**src/rtl/ex_muldiv_pkg.sv**
```systemverilog
// Shared pipeline definitions for the EX-stage multiply/divide unit:
// op encodings, control states, iteration count and operand helpers.
package ex_muldiv_pkg;

   typedef enum logic [2:0] {
      OP_NONE  = 3'b000,
      OP_MULT  = 3'b001,
      OP_MULTU = 3'b010,
      OP_DIV   = 3'b011,
      OP_DIVU  = 3'b100,
      OP_MTHI  = 3'b101,
      OP_MTLO  = 3'b110,
      OP_RSVD  = 3'b111
   } op_e;

   typedef enum logic [1:0] {
      S_IDLE = 2'b00,
      S_RUN  = 2'b01,
      S_FIX  = 2'b10
   } state_e;

   localparam int unsigned ITER = 32;
   localparam logic [5:0] LAST_STEP = 6'(ITER - 1);

   // magnitude of a signed operand; unsigned ops pass the raw value
   function automatic logic [31:0] mag32(input logic [31:0] v,
                                         input logic sgn);
      return (sgn && v[31]) ? (~v + 32'd1) : v;
   endfunction

endpackage

```
**src/rtl/ex_muldiv_if.sv**
```systemverilog
// ID/EX-to-muldiv bundle: op issue from the pipeline, HI/LO and status back.
interface ex_muldiv_if;
   import ex_muldiv_pkg::*;

   logic        start;
   op_e         op;
   logic [31:0] src_a;
   logic [31:0] src_b;
   logic        cancel;
   logic [31:0] hi;
   logic [31:0] lo;
   logic        busy;
   logic        stall;
   logic        done;

   modport master (
      output start, op, src_a, src_b, cancel,
      input  hi, lo, busy, stall, done
   );

   modport slave (
      input  start, op, src_a, src_b, cancel,
      output hi, lo, busy, stall, done
   );

endinterface

```
**src/rtl/ex_muldiv_datapath.sv**
```systemverilog
// One iteration of unsigned shift-add multiply or restoring divide
// on the {acc_hi, acc_lo} accumulator pair.
module muldiv_datapath (
   input  logic        is_div,
   input  logic [31:0] acc_hi,
   input  logic [31:0] acc_lo,
   input  logic [31:0] mcand,
   output logic [31:0] nxt_hi,
   output logic [31:0] nxt_lo
);

   logic [32:0] sum;
   logic [32:0] shl;

   always_comb begin
      sum = {1'b0, acc_hi} + (acc_lo[0] ? {1'b0, mcand} : 33'd0);
      shl = {acc_hi, acc_lo[31]};
      if (is_div) begin
         // partial remainder < 2*divisor, so the 32-bit difference is exact
         if (shl >= {1'b0, mcand}) begin
            nxt_hi = shl[31:0] - mcand;
            nxt_lo = {acc_lo[30:0], 1'b1};
         end else begin
            nxt_hi = shl[31:0];
            nxt_lo = {acc_lo[30:0], 1'b0};
         end
      end else begin
         nxt_hi = sum[32:1];
         nxt_lo = {sum[0], acc_lo[31:1]};
      end
   end

endmodule

```
**src/rtl/ex_muldiv.sv**
```systemverilog
// EX-stage iterative multiply/divide unit with HI/LO registers,
// 32-step unsigned core plus sign pre-negation and post-correction.
module ex_muldiv
   import ex_muldiv_pkg::*;
(
   input logic         clk,
   input logic         reset,
   ex_muldiv_if.slave  bus
);

   state_e      state, state_nxt;
   logic [5:0]  cnt;
   logic [31:0] acc_hi, acc_lo, mcand;
   logic [31:0] nxt_hi, nxt_lo;
   logic [31:0] hi_q, lo_q;
   logic        is_div, neg_p, neg_r, done_q;
   logic        mul_op, div_op, sgn_op, mthi_op, mtlo_op;
   logic        take, launch, fix_wr;
   logic [31:0] mag_a, mag_b;
   logic [63:0] prod, prod_c;
   logic [31:0] q_c, r_c;

   always_comb begin
      mul_op  = 1'b0;
      div_op  = 1'b0;
      sgn_op  = 1'b0;
      mthi_op = 1'b0;
      mtlo_op = 1'b0;
      unique case (1'b1)
         bus.op == OP_MULT:  begin mul_op = 1'b1; sgn_op = 1'b1; end
         bus.op == OP_MULTU: mul_op = 1'b1;
         bus.op == OP_DIV:   begin div_op = 1'b1; sgn_op = 1'b1; end
         bus.op == OP_DIVU:  div_op = 1'b1;
         bus.op == OP_MTHI:  mthi_op = 1'b1;
         bus.op == OP_MTLO:  mtlo_op = 1'b1;
         default: ;
      endcase
   end

   assign take   = (state == S_IDLE) && bus.start && !bus.cancel;
   assign launch = take && (mul_op || div_op);
   assign fix_wr = (state == S_FIX) && !bus.cancel;
   assign mag_a  = mag32(bus.src_a, sgn_op);
   assign mag_b  = mag32(bus.src_b, sgn_op);

   always_ff @(posedge clk or negedge reset) begin
      if (!reset) state <= S_IDLE;
      else        state <= state_nxt;
   end

   always_comb begin
      state_nxt = state;
      unique case (state)
         S_IDLE: if (launch) state_nxt = S_RUN;
         S_RUN: begin
            if (bus.cancel)             state_nxt = S_IDLE;
            else if (cnt == LAST_STEP)  state_nxt = S_FIX;
         end
         S_FIX:   state_nxt = S_IDLE;
         default: state_nxt = S_IDLE;
      endcase
   end

   always_comb begin
      bus.busy  = (state == S_RUN) || (state == S_FIX);
      bus.stall = bus.busy ||
                  (bus.start && (mul_op || div_op) && !bus.cancel);
   end

   muldiv_datapath u_dp (
      .is_div (is_div),
      .acc_hi (acc_hi),
      .acc_lo (acc_lo),
      .mcand  (mcand),
      .nxt_hi (nxt_hi),
      .nxt_lo (nxt_lo)
   );

   // divisor goes to mcand for div, multiplicand for mult
   always_ff @(posedge clk or negedge reset) begin
      if (!reset) begin
         cnt    <= '0;
         acc_hi <= '0;
         acc_lo <= '0;
         mcand  <= '0;
         is_div <= 1'b0;
         neg_p  <= 1'b0;
         neg_r  <= 1'b0;
      end else if (launch) begin
         cnt    <= '0;
         acc_hi <= '0;
         acc_lo <= div_op ? mag_a : mag_b;
         mcand  <= div_op ? mag_b : mag_a;
         is_div <= div_op;
         neg_p  <= sgn_op && (bus.src_a[31] ^ bus.src_b[31]);
         neg_r  <= sgn_op && bus.src_a[31];
      end else if (state == S_RUN && !bus.cancel) begin
         cnt    <= cnt + 6'd1;
         acc_hi <= nxt_hi;
         acc_lo <= nxt_lo;
      end
   end

   always_comb begin
      prod   = {acc_hi, acc_lo};
      prod_c = neg_p ? (64'd0 - prod) : prod;
      q_c    = (neg_p && mcand != 32'd0) ? (32'd0 - acc_lo) : acc_lo;
      r_c    = neg_r ? (32'd0 - acc_hi) : acc_hi;
   end

   always_ff @(posedge clk or negedge reset) begin
      if (!reset) begin
         hi_q   <= '0;
         lo_q   <= '0;
         done_q <= 1'b0;
      end else begin
         done_q <= fix_wr;
         if (fix_wr) begin
            hi_q <= is_div ? r_c : prod_c[63:32];
            lo_q <= is_div ? q_c : prod_c[31:0];
         end else if (take && mthi_op) begin
            hi_q <= bus.src_a;
         end else if (take && mtlo_op) begin
            lo_q <= bus.src_a;
         end
      end
   end

   assign bus.hi   = hi_q;
   assign bus.lo   = lo_q;
   assign bus.done = done_q;

endmodule

```
**src/flat_wrapper.sv**
```systemverilog
// flat-port wrapper written by rule: the top's interface ports become plain ports
module ex_muldiv_flat import ex_muldiv_pkg::*;
  (clk, reset, bus_start, bus_op, bus_src_a, bus_src_b, bus_cancel, bus_hi, bus_lo, bus_busy, bus_stall, bus_done);
  ex_muldiv_if bus_i ();
  input logic clk;
  input logic reset;
  input wire logic [$bits(bus_i.start)-1:0] bus_start;
  input wire logic [$bits(bus_i.op)-1:0] bus_op;
  input wire logic [$bits(bus_i.src_a)-1:0] bus_src_a;
  input wire logic [$bits(bus_i.src_b)-1:0] bus_src_b;
  input wire logic [$bits(bus_i.cancel)-1:0] bus_cancel;
  output wire logic [$bits(bus_i.hi)-1:0] bus_hi;
  output wire logic [$bits(bus_i.lo)-1:0] bus_lo;
  output wire logic [$bits(bus_i.busy)-1:0] bus_busy;
  output wire logic [$bits(bus_i.stall)-1:0] bus_stall;
  output wire logic [$bits(bus_i.done)-1:0] bus_done;
  assign bus_i.start = bus_start;
  assign bus_i.op = bus_op;
  assign bus_i.src_a = bus_src_a;
  assign bus_i.src_b = bus_src_b;
  assign bus_i.cancel = bus_cancel;
  assign bus_hi = bus_i.hi;
  assign bus_lo = bus_i.lo;
  assign bus_busy = bus_i.busy;
  assign bus_stall = bus_i.stall;
  assign bus_done = bus_i.done;
  ex_muldiv u_core (.clk(clk), .reset(reset), .bus(bus_i));
endmodule
```
**config.mk**
```make
export PLATFORM = sky130hd
export DESIGN_NAME = ex_muldiv_flat
export DESIGN_NICKNAME = d
export VERILOG_FILES = /design/src/rtl/ex_muldiv_pkg.sv /design/src/rtl/ex_muldiv_if.sv /design/src/rtl/ex_muldiv_datapath.sv /design/src/rtl/ex_muldiv.sv /design/src/flat_wrapper.sv
export SDC_FILE = /design/constraint.sdc
export NUM_CORES = 1
export LEC_CHECK = 0
export CAP_MARGIN = 15
export CORE_MARGIN = 3
export CORE_UTILIZATION = 35
export CTS_CLUSTER_SIZE = 25
export DETAILED_ROUTE_END_ITERATION = 12
export HOLD_SLACK_MARGIN = 0.02
export PLACE_DENSITY = 0.54
export SLEW_MARGIN = 20
export SYNTH_ARGS = -nofsm -noshare
export SYNTH_HDL_FRONTEND = slang
export SYNTH_SLANG_ARGS = --single-unit
```
**constraint.sdc**
```tcl
create_clock -name clk -period 6.65 [get_ports clk]
set_input_delay 0.9975 -clock clk [delete_from_list [all_inputs] [get_ports clk]]
set_output_delay 0.9975 -clock clk [all_outputs]
set_load 0.05 [all_outputs]
```
==> results of run 1 <==
[how the worst max path moves through the flow]
stage | cells after the start | from | end | slack (ns)
6_report | 5 | bus_op[0] | bus_stall | 2.27
5_1_grt | 5 | bus_op[0] | bus_stall | 2.12
4_1_cts | 5 | bus_op[0] | bus_stall | 2.27
3_5_place_dp | 10 | bus_src_a[0] | u_core.acc_lo[29]$_DFFE_PN0P_ | 2.15
3_3_place_gp | 10 | bus_src_a[0] | u_core.acc_lo[29]$_DFFE_PN0P_ | 2.18
2_1_floorplan | 12 | u_core.acc_lo[0]$_DFFE_PN0P_ | u_core.acc_hi[27]$_DFFE_PN0P_ | 3.25
[cell families (layout without fill, tap and decap cells)]
family / Yosys count / after routing / synth area share
muxes: 86 / 86 / 0.0568
adders and majority gates: 74 / 74 / 0.0618
AOI/OAI and AO/OA: 620 / 620 / 0.256
xor gates and xnor gates: 173 / 173 / 0.0995
and+or+nand+nor: 636 / 636 / 0.197
DFF: 172 / 172 / 0.283
buffers and inverters: 181 / 257 / 0.0455
[sequential cells by signal, indices dropped and copies added (netlist names)]
| register | cells |
|---|---|
| u_core.neg_r | 1 |
| u_core.bus.lo | 32 |
| u_core.acc_hi | 32 |
| u_core.neg_p | 1 |
| u_core.cnt | 6 |
| u_core.is_div | 1 |
| u_core.acc_lo | 32 |
| u_core.state | 2 |
| u_core.mcand | 32 |
| u_core.bus.done | 1 |
| u_core.bus.hi | 32 |
[layout make-up]
type                            instances  area [um2]  area share
Clock buffer                           19         433      0.0245
Clock inverter                         13         134     0.00757
Inverter                               61         229      0.0130
Multi-Input combinational cell       1589       10300       0.581
Tap cell                              577         722      0.0408
Timing Repair Buffer                  164        1580      0.0891
Sequential cell                       172        4310       0.244
[power by group]
part           leakage (nW)  total (W)  switching (W)  internal (W)
clock network         0.266    0.00102       0.000489      0.000526
logic                  4.66    0.00630        0.00398       0.00232
registers              2.16    0.00226       0.000751       0.00151
[metal layers]
| layer | track usage | up-vias | routed length [um] |
|---|---|---|---|
| met2 | 0.397 | 658 | 27000 |
| met3 | 0.0578 | 70 | 5290 |
| met1 | 0.376 | 7609 | 28500 |
| met4 | 0.0648 | 0 | 1380 |
| met5 | 0 | - | 0 |
| li1 | - | 7222 | - |
[worst register-to-register path, cell delays in order, from the launching register on]
cell and delay (ns):
dfrtp_1 0.53, ha_1 0.49, a211oi_1 0.11, o21bai_1 0.27, and3b_1 0.24, or2_2 0.38, a211oi_1 0.48, o31ai_2 0.11
buf_4 0.24, nand2_1 0.52, o311ai_0 0.34, a31oi_1 0.22
[cells in the final DEF, fill, tap and decap left out, types with 5 or more instances in the layout]
cell	Yosys	routed
a22oi_1	14	14
ha_1	72	72
nor2b_1	20	18
nor2_1	191	191
a21o_1	24	24
xor2_1	96	96
buf_4	2	27
nor3_1	49	49
clkdlybuf4s50_1	0	136
o32a_1	9	9
and3_1	10	10
o21ai_0	179	179
a211oi_1	44	44
or3_1	20	20
nor4_1	25	25
o41ai_1	6	6
mux2i_1	83	83
a31oi_1	28	28
a21oi_1	164	164
nand2_1	199	198
nor3b_1	9	7
nand4_1	16	16
nand3_1	31	31
inv_1	60	60
o31ai_1	15	13
xnor2_1	77	77
o221ai_1	28	28
a21boi_0	5	5
a311oi_1	6	6
and2_1	7	6
o22ai_1	11	11
or4_1	11	11
o211ai_1	21	21
clkbuf_16	0	17
nand2b_1	21	21
dfrtp_1	172	171
or2_2	10	10
o21a_1	12	12
[through the flow]
stage / hold slack, ns / power, W
finish: 0.496 / 0.00958
global route: 0.549 / 0.0102
CTS: 0.501 / 0.00950
detailed placement: 0.483 / 0.00848
global placement: 0.484 / 0.00843
floorplan: 0.456 / 0.00643
==> flow_summary.json, run 1 <==
{
  "dieWidth_um": 215,
  "drt_iter0_markers": 1590,
  "post-dp-hpwl_um": 47300,
  "dieArea_um2": 46000,
  "antenna_cells": 0,
  "clock-sinks": 172,
  "crit_type": "primary input to primary output",
  "synth_async_sr_flop_share": 1.00,
  "fin_ws_ns": 2.27,
  "worstPathCellList": "clkdlybuf4s50_1, o21ai_0, nor4bb_1, or2_2, clkdlybuf4s50_1",
  "synthCells": 1942,
  "rsz0062_at_grt": "no",
  "max_freq_ghz": 0.228,
  "dp_cells": 2563,
  "required_ns": 5.65,
  "tightest_slew_ns": 1.08,
  "finalWeightedCongestion": 0.973,
  "drt-vias-per-instance": 6.00,
  "synth_ff_type": "dfrtp_1",
  "track_usage": 0.261,
  "cts.repair.resized": 0,
  "cts.clk_slew.worst_paths_ns": 0.07,
  "cp-end-kind": "primary output",
  "htreeDepth": 4,
  "netlist.area_leader.share": 0.283,
  "start_util": 0.359,
  "cts_root_buf": "clkbuf_16",
  "ys_seq_area_frac": 0.283,
  "rows": 75,
  "synth_top_cells_by_area": "dfrtp_1 (28%), ha_1 (5.9%), o21ai_0 (5.9%)",
  "placed_area_um2": 17100,
  "syn_area_um2": 15200,
  "syn_nets": 2087,
  "synth_commonest_cells": "nand2_1 (199), nor2_1 (191), o21ai_0 (179)",
  "crit_family": "buffers and inverters",
  "port_buffers": 137,
  "period_needed_ns": 4.38,
  "fin_skew_ns": 0.0133,
  "critPathSlowestCell": "clkdlybuf4s50_1",
  "synth_seq_cells": 172,
  "stdcell_count": 2595,
  "cp.buffers_inverters": 2,
  "cpPeakStageDelay_ns": 0.80,
  "finalHoldViolations": 0,
  "cpMostUsedCell": "clkdlybuf4s50_1",
  "ctsHoldBuffers": 0,
  "grt_pass1_wl_um": 92500,
  "crit_path_start_kind": "primary input",
  "arrival_ns": 3.39,
  "synth.yosys.warnings": 0,
  "leakage_nw": 7.08,
  "yosysMostFrequentCell": "nand2_1",
  "run_status": "completed",
  "p_per_area_nw_per_um2": 542,
  "grt_pass1_vias": 14400,
  "post-route-cell-area_um2": 17700,
  "cts_inserted_buffers": 17,
  "synth_edf_count": 0,
  "final_core_util": 0.417,
  "wl_per_cell_um": 24.0,
  "maxCapViolCount": 0,
  "r2r_start": "u_core.acc_hi[5]$_DFFE_PN0P_",
  "post-place-ws_ns": 2.15,
  "report.final.slew_viol_count": 0,
  "grt_max_degree": 88,
  "synth_cell_types": 76,
  "clockBufferDepth": 2,
  "hold_path_end": "u_core.mcand[28]$_DFFE_PN0P_",
  "finalCritPeriodShare": 0.659,
  "finalSetupTns_ns": 0,
  "r2r_slack_ns": 2.65,
  "drtPass1Iterations": 5,
  "ant_nets": 0,
  "cp_max_fo": 8,
  "syn2layout_area_growth_pct": 16.1,
  "setup_viol": 0,
  "clkLatencyLatePin_ns": 0.46,
  "hp-start": "u_core.mcand[28]$_DFFE_PN0P_",
  "die-height_um": 215,
  "synthDominantAreaCellType": "dfrtp_1",
  "r2r-end": "u_core.acc_hi[21]$_DFFE_PN0P_",
  "drive_above_1_share": 0.0476,
  "drcViolationCount": 0,
  "fin_nets": 2150,
  "hold_path.class": "register to register",
  "io_pins": 138,
  "cts_tree": "done",
  "overflow": 0,
  "core-area_um2": 42400,
  "drt_wl_total_um": 62200,
  "peakVddDrop_uv": 348,
  "post-cts-setup-buffers": 0,
  "relSlewSlack": 0.279,
  "antenna_found_initial": 1,
  "vias": 15600,
  "syn_area_per_cell_um2": 7.84,
  "nFillCells": 4350,
  "reg2regPathDepth": 11,
  "hold_depth": 2
}
No activity file was read; power rests on OpenSTA's default activity.
==> inputs of run 2 (changes only) <==
- clock period: 6.65 -> 4.5 ns (I/O delays scaled with it)
==> run 2 against run 1 <==
Effect of this change:
- core utilization rose by 0.76 points
- flip-flop and latch count unchanged
- highest routed layer unchanged
- non-clock buffer count up 29
- clock skew grew 0.010 ns
- critical path type is now register to register
- sequential power grew 44%
- final cell count grew 1.1%
- sequential share of layout area down 0.44 points
- via count grew 1.8%
- worst setup slack got worse by 1.6 ns
==> flow_summary.json, run 2 (synthesized netlist as in run 1, its figures left out) <==
{
  "run_status": "completed",
  "dieArea_um2": 46000,
  "post-dp-hpwl_um": 48600,
  "core-area_um2": 42400,
  "setup_viol": 0,
  "htreeDepth": 4,
  "crit_type": "register to register",
  "finalCritPeriodShare": 0.858,
  "finalWeightedCongestion": 0.948,
  "cp-end-kind": "register",
  "relSlewSlack": 0.364,
  "clockBufferDepth": 2,
  "drtPass1Iterations": 5,
  "post-cts-setup-buffers": 0,
  "rsz0062_at_grt": "no",
  "cpMostUsedCell": "a211oi_1",
  "drt-vias-per-instance": 6.04,
  "grt_pass1_wl_um": 94400,
  "peakVddDrop_uv": 470,
  "nFillCells": 4316,
  "finalSetupTns_ns": 0,
  "cpPeakStageDelay_ns": 0.54,
  "period_needed_ns": 3.86,
  "report.final.slew_viol_count": 0,
  "max_freq_ghz": 0.259,
  "fin_skew_ns": 0.0235,
  "die-height_um": 215,
  "grt_max_degree": 116,
  "dieWidth_um": 215,
  "syn2layout_area_growth_pct": 18.2,
  "worstPathCellList": "ha_1, a211oi_1, o21bai_1, and3b_1, or2_2, a211oi_1, o31a_1, nor2_1, buf_12, a211oi_1, o21ai_0",
  "leakage_nw": 7.29,
  "cp_max_fo": 18,
  "io_pins": 138,
  "cts.repair.resized": 0,
  "drt_wl_total_um": 63400,
  "drive_above_1_share": 0.0616,
  "antenna_found_initial": 1,
  "p_per_area_nw_per_um2": 804,
  "final_common_cell": "nand2_1",
  "reg2regPathDepth": 11,
  "drt_iter0_markers": 1495,
  "overflow": 0,
  "clock-sinks": 172,
  "fin_nets": 2179,
  "top_layer_used": "met4",
  "ctsHoldBuffers": 0,
  "tightest_slew_ns": 0.944,
  "ant_nets": 0,
  "wl_per_cell_um": 24.2,
  "clkLatencyLatePin_ns": 0.47,
  "r2r-end": "u_core.acc_hi[5]$_DFFE_PN0P_",
  "drcViolationCount": 0,
  "critPathSlowestCell": "dfrtp_1",
  "cts_root_buf": "clkbuf_16",
  "hold_path.class": "primary input to async pin",
  "start_util": 0.359,
  "antenna_cells": 0,
  "cts.clk_slew.worst_paths_ns": 0.08,
  "r2r_slack_ns": 0.64,
  "crit_path_start_kind": "register",
  "cts_tree": "done",
  "vias": 15800,
  "r2r_start": "u_core.acc_hi[5]$_DFFE_PN0P_",
  "finalHoldViolations": 0,
  "layout_common_cells": "nand2_1 (198), nor2_1 (191), o21ai_0 (179)",
  "track_usage": 0.267,
  "grt_pass1_vias": 15000,
  "wl_met2_um": 28000,
  "port_buffers": 137,
  "wl_met1_um": 28300,
  "arrival_ns": 4.20,
  "cts_inserted_buffers": 17,
  "maxCapViolCount": 0,
  "required_ns": 4.84,
  "rows": 75,
  "hold_ws_ns": 0.206,
  "routed-wl-met3_um": 5240
}
==> run 2: cell type report <==
type                       instances  area, um2  share of cell area
clock buffer                      20        457              0.0254
tap                              577        722              0.0401
sequential                       172       4310               0.239
multi-input combinational       1589      10300               0.571
inverter                          61        229              0.0127
timing repair buffer             193       1860               0.103
clock inverter                    12        151             0.00841
==> run 2: worst max-delay path by stage <==
stage	from	end	slack, ns	cells past startpoint
finish	u_core.acc_hi[5]$_DFFE_PN0P_	u_core.acc_hi[5]$_DFFE_PN0P_	0.64	11
global route	u_core.acc_hi[5]$_DFFE_PN0P_	u_core.acc_hi[4]$_DFFE_PN0P_	0.48	11
CTS	u_core.acc_hi[5]$_DFFE_PN0P_	u_core.acc_hi[5]$_DFFE_PN0P_	0.74	11
detailed placement	bus_src_b[2]	u_core.acc_lo[29]$_DFFE_PN0P_	0.60	10
global placement	bus_src_b[2]	u_core.acc_lo[29]$_DFFE_PN0P_	0.67	10
floorplan	u_core.acc_lo[0]$_DFFE_PN0P_	u_core.acc_hi[27]$_DFFE_PN0P_	1.10	12
==> run 2: worst max-delay path, delay by kind of cell (launching register included) <==
family	cells	cell delay [ns]
DFF	1	0.54
buffers and inverters	1	0.20
AOI/OAI and AO/OA	6	1.69
adders and majority gates	1	0.49
and+or+nand+nor	3	0.81
==> run 2: stage by stage <==
stage	worst slack, ns	utilization	cells	area (um2)	total power (W)
floorplan	1.10	-	1942	15200	0.00951
global placement	0.673	0.410	2592	17400	0.0127
detailed placement	0.603	0.410	2592	17400	0.0127
CTS	0.738	0.424	2624	18000	0.0143
global route	0.478	0.424	2624	18000	0.0154
finish	0.641	0.424	2624	18000	0.0145
==> run 2: per-layer routing <==
layer / track usage / up-vias
li1: - / 7276
met1: 0.371 / 7781
met2: 0.409 / 685
met3: 0.0585 / 103
met4: 0.0894 / 0
met5: 0 / -
==> run 2: where the power goes <==
| part | switching, W | internal [W] | total, W |
|---|---|---|---|
| registers | 0.00103 | 0.00223 | 0.00326 |
| logic | 0.00604 | 0.00356 | 0.00961 |
| clock network | 0.000743 | 0.000867 | 0.00161 |
==> inputs of run 3 (changes only) <==
- CAP_MARGIN: 15 -> 10
- MAX_ROUTING_LAYER: not set -> met4
- clock period: 4.5 -> 4.18 ns (I/O delays scaled with it)
==> run 3 against run 2 <==
Effect of this change:
- clock skew fell by 0.00053 ns
- worst setup slack lost 0.34 ns
- final cell count up 0.84%
- clock-buffer cell count decreased by 3
- critical path depth increased by 3
- flip-flop and latch count stayed put
- routed wire length up 2.6%
- clock power grew 5%
- first-iteration DRC count grew 3.5%
- die area unchanged
- core utilization rose by 0.28 points
- hold slack worse by 0.018 ns
- highest routed layer unchanged
==> flow_summary.json, run 3 (synthesized netlist as in run 1, its figures left out) <==
{
  "run_status": "completed",
  "required_ns": 4.52,
  "rows": 75,
  "post-dp-hpwl_um": 50200,
  "cp_max_fo": 25,
  "drtPass1Iterations": 5,
  "hold_path.class": "primary input to async pin",
  "cts_root_buf": "clkbuf_16",
  "relSlewSlack": 0.426,
  "r2r-end": "u_core.acc_hi[28]$_DFFE_PN0P_",
  "grt_max_degree": 76,
  "io_pins": 138,
  "drive_above_1_share": 0.0716,
  "cts_tree": "done",
  "placed_area_um2": 17500,
  "dieArea_um2": 46000,
  "drcViolationCount": 0,
  "crit_type": "register to register",
  "period_needed_ns": 3.87,
  "drt_iter0_markers": 1547,
  "clock-sinks": 172,
  "p_per_area_nw_per_um2": 868,
  "crit_path_start_kind": "register",
  "finalWeightedCongestion": 0.998,
  "dieWidth_um": 215,
  "track_usage": 0.284,
  "peakVddDrop_uv": 395,
  "clockBufferDepth": 2,
  "ctsHoldBuffers": 0,
  "vias": 15800,
  "cts.clk_slew.worst_paths_ns": 0.08,
  "final_common_cell": "nand2_1",
  "die-height_um": 215,
  "wl_per_cell_um": 24.6,
  "r2r_slack_ns": 0.31,
  "cts.repair.resized": 0,
  "r2r_start": "u_core.acc_lo[0]$_DFFE_PN0P_",
  "report.final.slew_viol_count": 0,
  "drt-vias-per-instance": 5.97,
  "grt.met2_usage": 0.425,
  "arrival_ns": 4.21,
  "fin_skew_ns": 0.0229,
  "setup_viol": 0,
  "grtUsageMet3": 0.0506,
  "fin_nets": 2199,
  "antenna_found_initial": 1,
  "layout_common_cells": "nand2_1 (198), nor2_1 (191), o21ai_0 (179)",
  "max_freq_ghz": 0.258,
  "ant_nets": 0,
  "post-cts-setup-buffers": 0,
  "cts_inserted_buffers": 17,
  "clkLatencyLatePin_ns": 0.47,
  "grt_busiest_layer": "met2",
  "post-route-cell-area_um2": 18100,
  "syn2layout_area_growth_pct": 19.0,
  "leakage_nw": 7.37,
  "start_util": 0.359,
  "maxCapViolCount": 0,
  "core-area_um2": 42400,
  "finalSetupTns_ns": 0,
  "tightest_slew_ns": 0.852,
  "final_core_util": 0.427,
  "met1_usage": 0.391,
  "reg2regPathDepth": 14,
  "power_w": 0.0157,
  "finalCritPeriodShare": 0.927,
  "overflow": 0,
  "finalHoldViolations": 0,
  "cp-end-kind": "register",
  "rsz0062_at_grt": "no",
  "grt_pass1_vias": 15200,
  "port_buffers": 137,
  "drt_wl_total_um": 65100,
  "grt_pass1_wl_um": 97900,
  "htreeDepth": 4
}
-- run 3: cell types whose count changed in the layout (fill, tap and decap cells not counted), sizes merged --
cell           change
buf               +21
clkbuf             -3
diode              +2
bufinv             -1
inv                +2
clkinvlp           +2
clkdlybuf4s50      -1
-- run 3: layout make-up --
type	count	area (um2)
Fill cell	4363	24300
Multi-Input combinational cell	1589	10300
Sequential cell	172	4310
Timing Repair Buffer	213	1980
Tap cell	577	722
Clock buffer	17	425
Inverter	61	229
Clock inverter	15	173
Antenna cell	2	5.00
-- run 3: per-stage QoR --
stage | hold WS [ns] | cells | setup WS (ns)
detailed placement | 0.480 | 2612 | 0.386
floorplan | 0.331 | 1942 | 0.782
global placement | 0.476 | 2612 | 0.431
global route | 0.254 | 2644 | 0.0327
finish | 0.188 | 2646 | 0.305
CTS | 0.234 | 2644 | 0.338
-- run 3: routing by layer --
| layer | wire [um] | share of wire |
|---|---|---|
| met1 | 29000 | 0.44 |
| met2 | 29000 | 0.45 |
| met3 | 5240 | 0.080 |
| met4 | 1930 | 0.030 |
| met5 | 0 | 0 |
-- run 3: where the power goes --
part | switching (W) | total (W) | internal [W]
logic | 0.00669 | 0.0106 | 0.00387
registers | 0.00107 | 0.00347 | 0.00241
clock network | 0.000831 | 0.00169 | 0.000855
-- run 3: how the worst max path moves through the flow --
| stage | startpoint | end | slack [ns] | cells past startpoint |
|---|---|---|---|---|
| 3_5_place_dp | u_core.acc_lo[0]$_DFFE_PN0P_ | u_core.acc_hi[28]$_DFFE_PN0P_ | 0.39 | 14 |
| 3_3_place_gp | bus_src_b[8] | u_core.acc_lo[29]$_DFFE_PN0P_ | 0.43 | 10 |
| 5_1_grt | u_core.acc_lo[0]$_DFFE_PN0P_ | u_core.acc_hi[26]$_DFFE_PN0P_ | 0.03 | 14 |
| 4_1_cts | u_core.acc_lo[0]$_DFFE_PN0P_ | u_core.acc_hi[28]$_DFFE_PN0P_ | 0.34 | 14 |
| 6_report | u_core.acc_lo[0]$_DFFE_PN0P_ | u_core.acc_hi[28]$_DFFE_PN0P_ | 0.31 | 14 |
| 2_1_floorplan | u_core.acc_lo[0]$_DFFE_PN0P_ | u_core.acc_hi[27]$_DFFE_PN0P_ | 0.78 | 12 |
-- run 3: critical path, cell delays in order, from the launching register on --
cell,delay (ns)
dfrtp_1,0.42
inv_1,0.27
buf_4,0.34
nor2_1,0.09
ha_1,0.38
nand4_1,0.21
nor4_1,0.10
o31a_1,0.37
o31ai_1,0.44
buf_4,0.21
a211oi_1,0.09
o41ai_1,0.40
xnor2_1,0.15
a22oi_1,0.17
o21ai_0,0.11
